$ cat src/rtl/acs_stage.sv
// Add-compare-select stage for the rate-1/2, K=3 (7,5) Viterbi decoder, 4 states, frame based.
// Define ACS_NORM_EN for MSB-clear metric normalisation; otherwise each new metric saturates.
module acs_stage #(
    parameter int unsigned PM_W      = 6,
    parameter int unsigned INIT_BIAS = 8,
    parameter int unsigned FRAME_LEN = 64
) (
    input  logic              clk,
    input  logic              rst_n,
    input  logic              start,
    input  logic              in_valid,
    input  logic [1:0]        data_recv,
    output logic              out_valid,
    output logic [3:0]        decision,
    output logic [1:0]        best_state,
    output logic              frame_end,
    output logic [4*PM_W-1:0] pm_flat
);

    localparam int unsigned     CW    = PM_W + 1;
    localparam int unsigned     CNT_W = (FRAME_LEN > 1) ? $clog2(FRAME_LEN) : 1;
    localparam logic [CNT_W-1:0] LAST = CNT_W'(FRAME_LEN - 1);
    localparam logic [PM_W-1:0] BIAS  = PM_W'(INIT_BIAS);
`ifndef ACS_NORM_EN
    localparam logic [CW-1:0]   PM_MAX = {1'b0, {PM_W{1'b1}}};
`endif

    typedef enum logic {IDLE, RUN} state_t;

    state_t           state;
    logic [CNT_W-1:0] count;
    logic [PM_W-1:0]  pm      [4];
    logic [PM_W-1:0]  pm_new  [4];
    logic [CW-1:0]    cand0   [4];
    logic [CW-1:0]    cand1   [4];
    logic [3:0]       dec_new;
    logic [1:0]       best_new;
    logic [PM_W-1:0]  best_pm;

    assign pm_flat = {pm[3], pm[2], pm[1], pm[0]};

    // Hamming distance between the branch code word {c0,c1} and the received symbol
    function automatic logic [1:0] branch_metric(input logic [1:0] pred, input logic u,
                                                 input logic [1:0] sym);
        logic c0;
        logic c1;
        c0 = u ^ pred[1] ^ pred[0];
        c1 = u ^ pred[0];
        return {1'b0, c0 ^ sym[1]} + {1'b0, c1 ^ sym[0]};
    endfunction

    always_comb begin
        cand0    = '{default: '0};
        cand1    = '{default: '0};
        pm_new   = '{default: '0};
        dec_new  = '0;
        best_new = '0;
        best_pm  = '0;
        for (int n = 0; n < 4; n++) begin
            logic [1:0] ns;
            logic [1:0] p0;
            logic [1:0] p1;
            ns = 2'(n);
            p0 = {ns[0], 1'b0};
            p1 = {ns[0], 1'b1};
            cand0[n] = {1'b0, pm[p0]} + CW'(branch_metric(p0, ns[1], data_recv));
            cand1[n] = {1'b0, pm[p1]} + CW'(branch_metric(p1, ns[1], data_recv));
`ifndef ACS_NORM_EN
            if (cand0[n] > PM_MAX) cand0[n] = PM_MAX;
            if (cand1[n] > PM_MAX) cand1[n] = PM_MAX;
`endif
            dec_new[n] = (cand1[n] < cand0[n]);
            pm_new[n]  = dec_new[n] ? PM_W'(cand1[n]) : PM_W'(cand0[n]);
        end
`ifdef ACS_NORM_EN
        // All metrics in the upper half: shift the whole set down by 2^(PM_W-1)
        if (pm_new[0][PM_W-1] && pm_new[1][PM_W-1] && pm_new[2][PM_W-1] && pm_new[3][PM_W-1]) begin
            for (int n = 0; n < 4; n++) pm_new[n][PM_W-1] = 1'b0;
        end
`endif
        best_pm = pm_new[0];
        for (int n = 1; n < 4; n++) begin
            if (pm_new[n] < best_pm) begin
                best_pm  = pm_new[n];
                best_new = 2'(n);
            end
        end
    end

    // Frame FSM, metric registers and registered decision outputs
    always_ff @(posedge clk or negedge rst_n) begin
        if (!rst_n) begin
            state      <= IDLE;
            count      <= '0;
            pm[0]      <= '0;
            pm[1]      <= BIAS;
            pm[2]      <= BIAS;
            pm[3]      <= BIAS;
            out_valid  <= 1'b0;
            decision   <= '0;
            best_state <= '0;
            frame_end  <= 1'b0;
        end else begin
            out_valid <= 1'b0;
            frame_end <= 1'b0;
            if (start) begin
                state <= RUN;
                count <= '0;
                pm[0] <= '0;
                pm[1] <= BIAS;
                pm[2] <= BIAS;
                pm[3] <= BIAS;
            end else if (state == RUN && in_valid) begin
                for (int n = 0; n < 4; n++) pm[n] <= pm_new[n];
                decision   <= dec_new;
                best_state <= best_new;
                out_valid  <= 1'b1;
                if (count == LAST) begin
                    frame_end <= 1'b1;
                    count     <= '0;
                    state     <= IDLE;
                end else begin
                    count <= count + 1'b1;
                end
            end
        end
    end

endmodule

$ cat config.mk
export PLATFORM = sky130hd
export DESIGN_NAME = acs_stage
export DESIGN_NICKNAME = d
export VERILOG_FILES = /design/src/rtl/acs_stage.sv
export SDC_FILE = /design/constraint.sdc
export NUM_CORES = 1
export LEC_CHECK = 0
export BUFFER_PORTS_ARGS = -buffer_cell sky130_fd_sc_hd__buf_2
export CAP_MARGIN = 5
export CORE_MARGIN = 2
export CORE_UTILIZATION = 50
export CTS_CLUSTER_SIZE = 30
export DETAILED_ROUTE_END_ITERATION = 16
export HOLD_SLACK_MARGIN = 0.03
export PLACE_DENSITY_LB_ADDON = 0.12
export SLEW_MARGIN = 15
export SYNTH_ARGS = -nofsm -noshare
export SYNTH_HDL_FRONTEND = slang
export SYNTH_SLANG_ARGS = --single-unit
$ cat constraint.sdc
create_clock -name clk -period 7.4 [get_ports clk]
set_clock_uncertainty 0.15 [all_clocks]
set_input_delay 0.74 -clock clk [delete_from_list [all_inputs] [get_ports clk]]
set_output_delay 0.74 -clock clk [all_outputs]
set_load 0.05 [all_outputs]
Yosys cells after proc, flatten, opt, wreduce, memory -nomap -nowiden

Cells that the tools add are included.

Output and inout port bits: 32
Register bits: 39
Word-level logic and storage cells: 77

Reduce and logical (&&, ||, !) cells: 5
Add/sub/neg operators: 13
Bitwise operators: 3
Multiplexer cells: 30
Equality and inequality tests: 1
Order comparisons: 15

Operator list:

| kind                                                | count |
|---|---|
| adder 6 x 2 -> 7 bit                                | 8 |
| > comparator 7 x 6 -> 1 bit (second input constant) | 8 |
| two-way mux 7 bit                                   | 8 |
| two-way mux 6 bit                                   | 9 |
| two-way mux 24 bit                                  | 2 |
| less-than comparator 7 bit                          | 4 |
| less-than comparator 6 bit                          | 3 |
| two-way mux 1 bit                                   | 9 |
| adder 1 x 1 -> 2 bit                                | 4 |
| adder 6 x 1 -> 6 bit (second input constant)        | 1 |
| == test 6 bit (second input constant)               | 1 |
| two-way mux 2 bit                                   | 2 |
| AND reduction 2 bit                                 | 2 |
| nonzero test 2 bit                                  | 2 |
| inverter 1 bit                                      | 3 |
| logical AND 1 bit                                   | 1 |

Depth between registers and ports, before layout

Gate-level depths: netlist of the first run.

Depth after elaboration: 13
Mapped depth: 37

Least setup slack after synthesis of the first run

No wires, ideal clock.

Path kind: input-to-reg
From: in data_recv[0]
To: reg best_state[1]
Stages on the path: 36
Path buffers: 0
Slack: 0.299 ns
Arrival time: 6.817 ns
Path through: inv_1 ha_1 inv_1 ha_1 ha_1 a21oi_4 nor2_1 o32ai_1 inv_1 ha_1 o21ai_0 a22oi_1 inv_1 a31oi_4 mux2_2 inv_1 ha_1 and4_1 o21ai_0 inv_1 a21oi_4 mux2i_1 inv_1 ha_1 a21o_1 a21o_1 a21oi_1 nor3b_1 a21oi_4 a21o_1 ha_1 nand3_1 nor3_1 o21ai_0 nand3_1 a21oi_1

Word-level cells in the longest chain between the ends: 13

RTL lines:

| what                        | RTL line | text |
|---|---|---|
| from (decl)                 | 12       | `input logic [1:0] data_recv,` |
| inverter 1 bit (no line)    | -        |  |
| adder 1 x 1 -> 2 bit        | 49       | `return {1'b0, c0 ^ sym[1]} + {1'b0, c1 ^ sym[0]};` |
| adder 6 x 2 -> 7 bit        | 67       | `cand1[n] = {1'b0, pm[p1]} + CW'(branch_metric(p1, ns[1], data_recv));` |
| > comparator 7 x 6 -> 1 bit | 70       | `if (cand1[n] > PM_MAX) cand1[n] = PM_MAX;` |
| two-way mux 7 bit           | 70       |  |
| less-than comparator 7 bit  | 72       | `dec_new[n] = (cand1[n] < cand0[n]);` |
| two-way mux 6 bit           | 73       | `pm_new[n] = dec_new[n] ? PM_W'(cand1[n]) : PM_W'(cand0[n]);` |
| less-than comparator 6 bit  | 83       | `if (pm_new[n] < best_pm) begin` |
| two-way mux 6 bit           | 83       |  |
| less-than comparator 6 bit  | 83       |  |
| two-way mux 6 bit           | 83       |  |
| less-than comparator 6 bit  | 83       |  |
| two-way mux 2 bit *         | 83       |  |
| to (signal assigned)        | 116      | `best_state <= best_new;` |
| to (decl)                   | 15       | `output logic [1:0] best_state,` |

Mark *: on every way between the ends. The rest lies on a longest branch, timed or not.
A chain may end at the register's enable or synchronous reset.

Worst setup path after layout of the first run

From: in data_recv[1]
To: reg best_state[1]

Word-level cells in the longest chain between the ends: 13

RTL lines:

| what                                                  | RTL line |
|---|---|
| inverter 1 bit (no line)                              | - |
| adder 1 x 1 -> 2 bit                                  | 49 |
| adder 6 x 2 -> 7 bit, on equally long branches        | 66, 67 |
| > comparator 7 x 6 -> 1 bit, on equally long branches | 69, 70 |
| two-way mux 7 bit, on equally long branches           | 69, 70 |
| less-than comparator 7 bit                            | 72 |
| two-way mux 6 bit                                     | 73 |
| less-than comparator 6 bit                            | 83 |
| two-way mux 6 bit                                     | 83 |
| less-than comparator 6 bit                            | 83 |
| two-way mux 6 bit                                     | 83 |
| less-than comparator 6 bit                            | 83 |
| two-way mux 2 bit *                                   | 83 |

Marks and branches as above.

==> results of run 1 <==
==> timing repair <==
item / in CTS / in global routing
endpoints found under the setup margin: 2 / 2
buffers inserted: 3 / 5
gates resized for setup: 3 / 22
pin swaps: 0 / 8
cloned: 0 / 1
==> cell families after synthesis <==
| family | count (synthesis) |
|---|---|
| and+or+nand+nor | 188 |
| DFF | 39 |
| adders and majority gates | 60 |
| muxes | 49 |
| other | 2 |
| buffers and inverters | 59 |
| AOI/OAI and AO/OA | 132 |
| xor gates and xnor gates | 16 |
==> sequential cells by signal, summed over array words and instances, names as in the netlist <==
name	flops
state	1
out_valid	1
count	6
decision	4
best_state	2
frame_end	1
pm_flat	24
==> layout make-up <==
type / count / area, um2
Sequential cell: 39 / 979.7
Clock buffer: 7 / 76.32
Inverter: 35 / 131.4
Multi-Input combinational cell: 454 / 3341
Fill cell: 830 / 3491
Tap cell: 108 / 135.1
Clock inverter: 1 / 5.005
Timing Repair Buffer: 81 / 519.2
==> per-layer routing <==
| metal | routed length, um | global-route usage [%] | up-vias |
|---|---|---|---|
| met5 | 0 | 0 | - |
| met4 | 359 | 8.746 | 0 |
| met3 | 457 | 2.649 | 28 |
| met2 | 5835 | 43.22 | 94 |
| met1 | 5388 | 33.19 | 1941 |
| li1 | - | - | 2077 |
==> Yosys cell counts (all sizes together) (4+ instances only) <==
| master | number | area, um2 |
|---|---|---|
| o211ai | 4 | 30.03 |
| nand3 | 15 | 75.07 |
| and2 | 4 | 25.02 |
| dfrtp | 36 | 900.9 |
| clkbuf | 13 | 50.04 |
| ha | 60 | 750.7 |
| a211oi | 13 | 115.1 |
| nor2 | 70 | 265.3 |
| nand2b | 6 | 37.54 |
| nand4 | 5 | 52.55 |
| mux2i | 36 | 360.4 |
| a21o | 13 | 98.85 |
| nand2 | 53 | 198.9 |
| a22o | 5 | 46.30 |
| o21ai | 41 | 216.5 |
| nor2b | 6 | 37.54 |
| nor3 | 14 | 70.07 |
| inv | 34 | 127.6 |
| and4 | 6 | 52.55 |
| a21oi | 32 | 197.7 |
| buf | 11 | 61.31 |
| mux2 | 13 | 161.4 |
| xor2 | 14 | 122.6 |
==> through the flow <==
| stage | cells | setup TNS [ns] |
|---|---|---|
| after detailed placement | 708 | -0.6513 |
| final | 725 | 0 |
| after global placement | 708 | -0.2300 |
| after CTS | 719 | 0 |
| after floorplan | 551 | 0 |
| after global routing | 725 | -0.01768 |
==> path summary, 6_finish.rpt <==
path | start | to | slack (ns) | cells past startpoint
min reg2reg | decision[0] | decision[0] | 0.34 | 2
min in group asynchronous | rst_n | pm_flat[3] | 0.40 | 1
max in group asynchronous | rst_n | pm_flat[12] | 6.16 | 1
max reg2reg | pm_flat[19] | best_state[1] | 0.79 | 34
max | data_recv[1] | best_state[1] | 0.41 | 35
min | decision[0] | decision[0] | 0.34 | 2
==> power groups by stage <==
stage	Combinational [W]	Sequential, W	Clock, W
2_1_floorplan	0.000581	0.000354	0
3_3_place_gp	0.000914	0.000289	0
3_5_place_dp	0.000931	0.000291	0
4_1_cts	0.000948	0.000287	0.000145
5_1_grt	0.00110	0.000293	0.000154
6_report	0.00101	0.000287	0.000141
==> placed cells by master (no fill, tap or decap), types with 3 or more instances in the layout <==
master | netlist | final
nor2_1 | 69 | 69
ha_1 | 60 | 54
nand2_1 | 53 | 53
buf_4 | 0 | 43
buf_2 | 10 | 37
dfrtp_1 | 36 | 36
inv_1 | 34 | 34
o21ai_0 | 37 | 33
mux2i_1 | 36 | 33
a21oi_1 | 28 | 26
nand3_1 | 15 | 15
xor2_1 | 14 | 14
nor3_1 | 14 | 13
a21o_1 | 12 | 12
a211oi_1 | 11 | 11
conb_1 | 2 | 8
mux2_2 | 9 | 7
nand2b_1 | 6 | 6
nor2b_1 | 6 | 6
mux2_4 | 4 | 6
and4_1 | 6 | 6
ha_2 | 0 | 5
clkbuf_8 | 0 | 5
o211ai_1 | 4 | 4
a21oi_2 | 1 | 4
o21ai_1 | 1 | 4
o21a_1 | 3 | 3
nand4_1 | 3 | 3
a22o_1 | 3 | 3
a21oi_4 | 3 | 3
mux2i_2 | 0 | 3
o21ai_2 | 3 | 3
and2_1 | 4 | 3
dfstp_2 | 3 | 3
==> critical path, delay by kind of cell <==
family                   cells  cell delay [ns]
AO/OA/AOI/OAI               13             2.02
adder cells (fa/ha/maj)      6             1.61
multiplexers                 4             1.12
buffers and inverters        7             0.72
AND/OR/NAND/NOR              4             0.63
XOR/XNOR                     1             0.22
==> key figures, run 1 <==
Run status
  • Outcome: completed

Power and ir drop
  • Comb pwr share: 70.1%
  • Worst vdd ir: 0.1875 mV
  • Leak: 2.559 nW
  • Switching Fraction: 48.13%
  • Switching power total: 0.0006906 W
  • Cell-internal power: 0.0007443 W
  • Total power: 0.001435 W
  • Fraction of power consumed by sequential logic: 20.0%
  • Clock share of power: 9.8%
  • Power Density: 276.6 mW/mm2

Clock tree
  • Clock Sinks: 39
  • CTS tree: built
  • CTS root buf: clkbuf_8
  • H-tree Lvls: 2
  • Post-CTS Hold Buffers: 0
  • Worst skew pair latency: 0.29 ns
  • Longest Clk Path Bufs: 2
  • Worst-path clk slew: 0.07 ns
  • CTS buffer count: 5

Synth
  • Synth Cell Area: 0.004446 mm2
  • Ys flop type: dfrtp_1
  • Post-Synth Adder-Cell Area: 16.89%
  • Compound-Gate Fraction of Synth Area: 20.71%
  • Mux share of post-synthesis cell area: 11.74%
  • Synth Area per Inst: 8.157 um2
  • Sequential share of the synthesized area: 22.04%
  • EDFF count, synth: 0
  • Yosys reg bits: 39
  • Async SR Flop Fraction: 100.0%
  • Post-Synth XOR/XNOR Area: 3.152%
  • Distinct cells, synth: 68
  • Mapped Cells: 545
  • Simple-gate share of the synthesized area: 19.84%
  • Main combinational cell family by area after synthesis: compound AO/OA/AOI/OAI gates
  • Synth Warn #: 0

Floorplanning
  • DIE HEIGHT: 98.29 um
  • Core area: 0.008678 mm2
  • Ports: 38
  • Die area: 0.009661 mm2
  • Starting density of the core: 51.23%
  • Die span in x: 98.29 um
  • Cell Rows: 34

Setup path
  • Slowest CP cell: mux2i_1
  • Critical path's largest stage delay: 0.37 ns
  • CP most frequent cell: ha_1
  • Worst Path Required: 7.47 ns
  • Critical path class: in2reg
  • Worst setup EP type: flop
  • Worst Path Arrival: 7.06 ns
  • Max FO, Critical Path: 6
  • CP Launch Type: input pin

Cells and area
  • Finished layout cell area: 0.005187 mm2
  • Nets@finish: 682
  • Final Util: 59.78%
  • Layout cells sized above 1: 22.85%
  • Diodes inserted: 0
  • Area Overhead vs Synth: 16.69%

Routing
  • ANT nets after route: 0
  • Via count: 4140
  • Vias/cell: 5.710
  • First drt pass iteration count: 4
  • DRT iter0 DRCs: 214
  • Drt wl/cell: 16.61 um
  • DRT Wirelength: 12.04 mm
  • Remaining routing DRC violations: 0

Placed design
  • Area post-placement: 0.004947 mm2
  • Final Wtd Congestion: 0.8886
  • Detailed Place HPWL: 9.576 mm
  • # port buffers: 37
  • Pre-CTS setup slack: -0.3280 ns

STA
  • Final Hold Viols: 0
  • Max-Slew Margin vs Limit: 42.96%
  • FMAX: 143.1 MHz
  • Worst hold slack: 0.3373 ns
  • Final setup margin: 0.4106 ns
  • Final Max Tran Viols: 0
  • Fin crit share: 94.45%
  • Actual transition at the worst max-transition pin: 0.8555 ns
  • Final Setup Violations: 0
  • Final min period: 6.989 ns

Hold path
  • Hold crit path type: reg2reg

Global route
  • Maximum number of pins on one net before global-route repair: 40
  • Vias in the first global route: 3992
  • GRT Total Usage: 25.25%
  • Initial antenna violation count: 0
  • Global-route wire length before repair: 19.82 mm
  • Gr ovfl total: 0

Run
  • MaxCap Viol Count: 0
Note: power is estimated with default switching activity, not from simulation.
==> inputs of run 2 (changes only) <==
--- a/config.mk
+++ b/config.mk
@@ -13,6 +13,7 @@
 export DETAILED_ROUTE_END_ITERATION = 16
 export HOLD_SLACK_MARGIN = 0.03
 export PLACE_DENSITY_LB_ADDON = 0.12
+export REMOVE_ABC_BUFFERS = 1
 export SLEW_MARGIN = 15
 export SYNTH_ARGS = -nofsm -noshare
 export SYNTH_HDL_FRONTEND = slang
==> constraint.sdc (replaced) <==
create_clock -name clk -period 8.9 [get_ports clk]
set_clock_uncertainty 0.15 [all_clocks]
set_input_delay 0.89 -clock clk [delete_from_list [all_inputs] [get_ports clk]]
set_output_delay 0.89 -clock clk [all_outputs]
set_load 0.05 [all_outputs]
==> key figures, run 2 (synthesized netlist as in run 1, its figures left out) <==
Floorplanning
  • Cell Rows: 34
  • Ports: 38
  • Die span in x: 98.29 um
  • Core area: 0.008678 mm2
  • DIE HEIGHT: 98.29 um
  • Starting density of the core: 51.23%
  • Die area: 0.009661 mm2

Power and ir drop
  • Power Density: 222.1 mW/mm2
  • Cell-internal power: 0.0005205 W
  • Clock share of power: 12.1%
  • Comb pwr share: 65.7%
  • Worst vdd ir: 0.1553 mV
  • Switching Fraction: 50.96%
  • Switching power total: 0.0005408 W
  • Leak: 2.345 nW
  • Fraction of power consumed by sequential logic: 22.2%
  • Total power: 0.001061 W

Global route
  • Maximum number of pins on one net before global-route repair: 40
  • Global-route wire length before repair: 19.49 mm
  • GRT Total Usage: 24.94%
  • Initial antenna violation count: 0
  • Gr ovfl total: 0
  • Vias in the first global route: 3829

Hold path
  • Hold crit path type: reg2reg

Routing
  • Via count: 3915
  • ANT nets after route: 0
  • DRT Wirelength: 11.64 mm
  • Remaining routing DRC violations: 0
  • First drt pass iteration count: 4
  • Drt wl/cell: 17.10 um
  • Vias/cell: 5.749
  • DRT iter0 DRCs: 125

STA
  • Final min period: 7.967 ns
  • Final Hold Viols: 0
  • Actual transition at the worst max-transition pin: 0.9022 ns
  • Final Max Tran Viols: 0
  • Worst hold slack: 0.3632 ns
  • RSZ-0062 raised after global routing: false
  • FMAX: 125.5 MHz
  • Max-Slew Margin vs Limit: 39.85%
  • Setup_tns: 0 ns
  • Fin crit share: 89.52%
  • Final Setup Violations: 0

Placed design
  • Detailed Place HPWL: 9.234 mm
  • # port buffers: 37
  • Final Wtd Congestion: 0.8740

Cells and area
  • Layout cells sized above 1: 14.31%
  • Most frequent cells in the layout: nor2_1, ha_1, nand2_1
  • Most common cell after layout, fill and taps aside: nor2_1
  • Largest register FFs: 24
  • Diodes inserted: 0
  • Area Overhead vs Synth: 7.487%
  • Nets@finish: 638

Clock tree
  • Clock Sinks: 39
  • CTS tree: built
  • H-tree Lvls: 2
  • Worst skew pair latency: 0.30 ns
  • CTS root buf: clkbuf_8
  • Postcts setup bufs: 0
  • Post-CTS sizing: 0
  • Post-CTS Hold Buffers: 0
  • CTS buffer count: 5
  • Longest Clk Path Bufs: 2
  • Worst-path clk slew: 0.09 ns

Setup path
  • Worst setup EP type: flop
  • Max FO, Critical Path: 10
  • CP Launch Type: input pin
  • CP most frequent cell: ha_1
  • Worst Path Arrival: 8.05 ns
  • R2r setup slk: 1.58 ns
  • Critical path's largest stage delay: 0.43 ns
  • Worst Path Required: 8.98 ns
  • Critical path class: in2reg
  • Slowest CP cell: mux2_2

Run status
  • Outcome: completed

Run
  • MaxCap Viol Count: 0
run 2: cell types whose count changed in the layout (fill, tap and decap cells not counted), sizes merged:
cell / previous run / this run
clkbuf: 7 / 5
buf: 81 / 38
clkinv: 2 / 3
clkinvlp: 0 / 1
a21oi: 33 / 32
run 2: routing by layer:
| layer | vias to the layer above | wire [um] | track usage (%) |
|---|---|---|---|
| li1 | 1981 | - | - |
| met1 | 1846 | 5340 | 33.04 |
| met2 | 79 | 5765 | 44.43 |
| met3 | 9 | 416 | 2.147 |
| met4 | 0 | 119 | 5.163 |
| met5 | - | 0 | 0 |
run 2: path summary, 6_finish.rpt:
path,endpoint,from,cells after the start
min reg2reg,decision[3],decision[3],1
max,best_state[1],data_recv[0],35
min,decision[3],decision[3],1
min in group asynchronous,decision[2],rst_n,1
max in group asynchronous,pm_flat[12],rst_n,1
max reg2reg,best_state[1],pm_flat[19],31
run 2: metrics by stage:
step | cells | setup slack [ns] | area (um2) | utilization, %
after floorplan | 527 | 1.630 | 4357 | -
after detailed placement | 673 | 0.6763 | 4684 | 53.98
after global routing | 681 | 0.3095 | 4778 | 55.06
after global placement | 673 | 0.8396 | 4684 | 53.98
final | 681 | 0.9326 | 4778 | 55.06
after CTS | 681 | 0.9771 | 4778 | 55.06
run 2: layout make-up:
type	instances	area (um2)
multi-input combinational	453	3246
inverter	35	131.4
clock buffer	5	68.82
fill	810	3900
sequential	39	979.7
clock inverter	3	25.02
tap	108	135.1
timing repair buffer	38	192.7
run 2: power groups by stage:
| stage | Sequential [W] | Clock (W) | Combinational [W] |
|---|---|---|---|
| after floorplan | 0.000306 | 0 | 0.000461 |
| final | 0.000235 | 0.000129 | 0.000697 |
| after global placement | 0.000238 | 0 | 0.000680 |
| after CTS | 0.000235 | 0.000132 | 0.000695 |
| after detailed placement | 0.000239 | 0 | 0.000691 |
| after global routing | 0.000240 | 0.000139 | 0.000782 |
run 2: worst max-delay path, delay by kind of cell:
family / cells / cell delay [ns]
adder cells (fa/ha/maj): 7 / 1.96
buffers and inverters: 7 / 0.69
AND/OR/NAND/NOR: 2 / 0.51
multiplexers: 3 / 0.86
AO/OA/AOI/OAI: 16 / 3.13
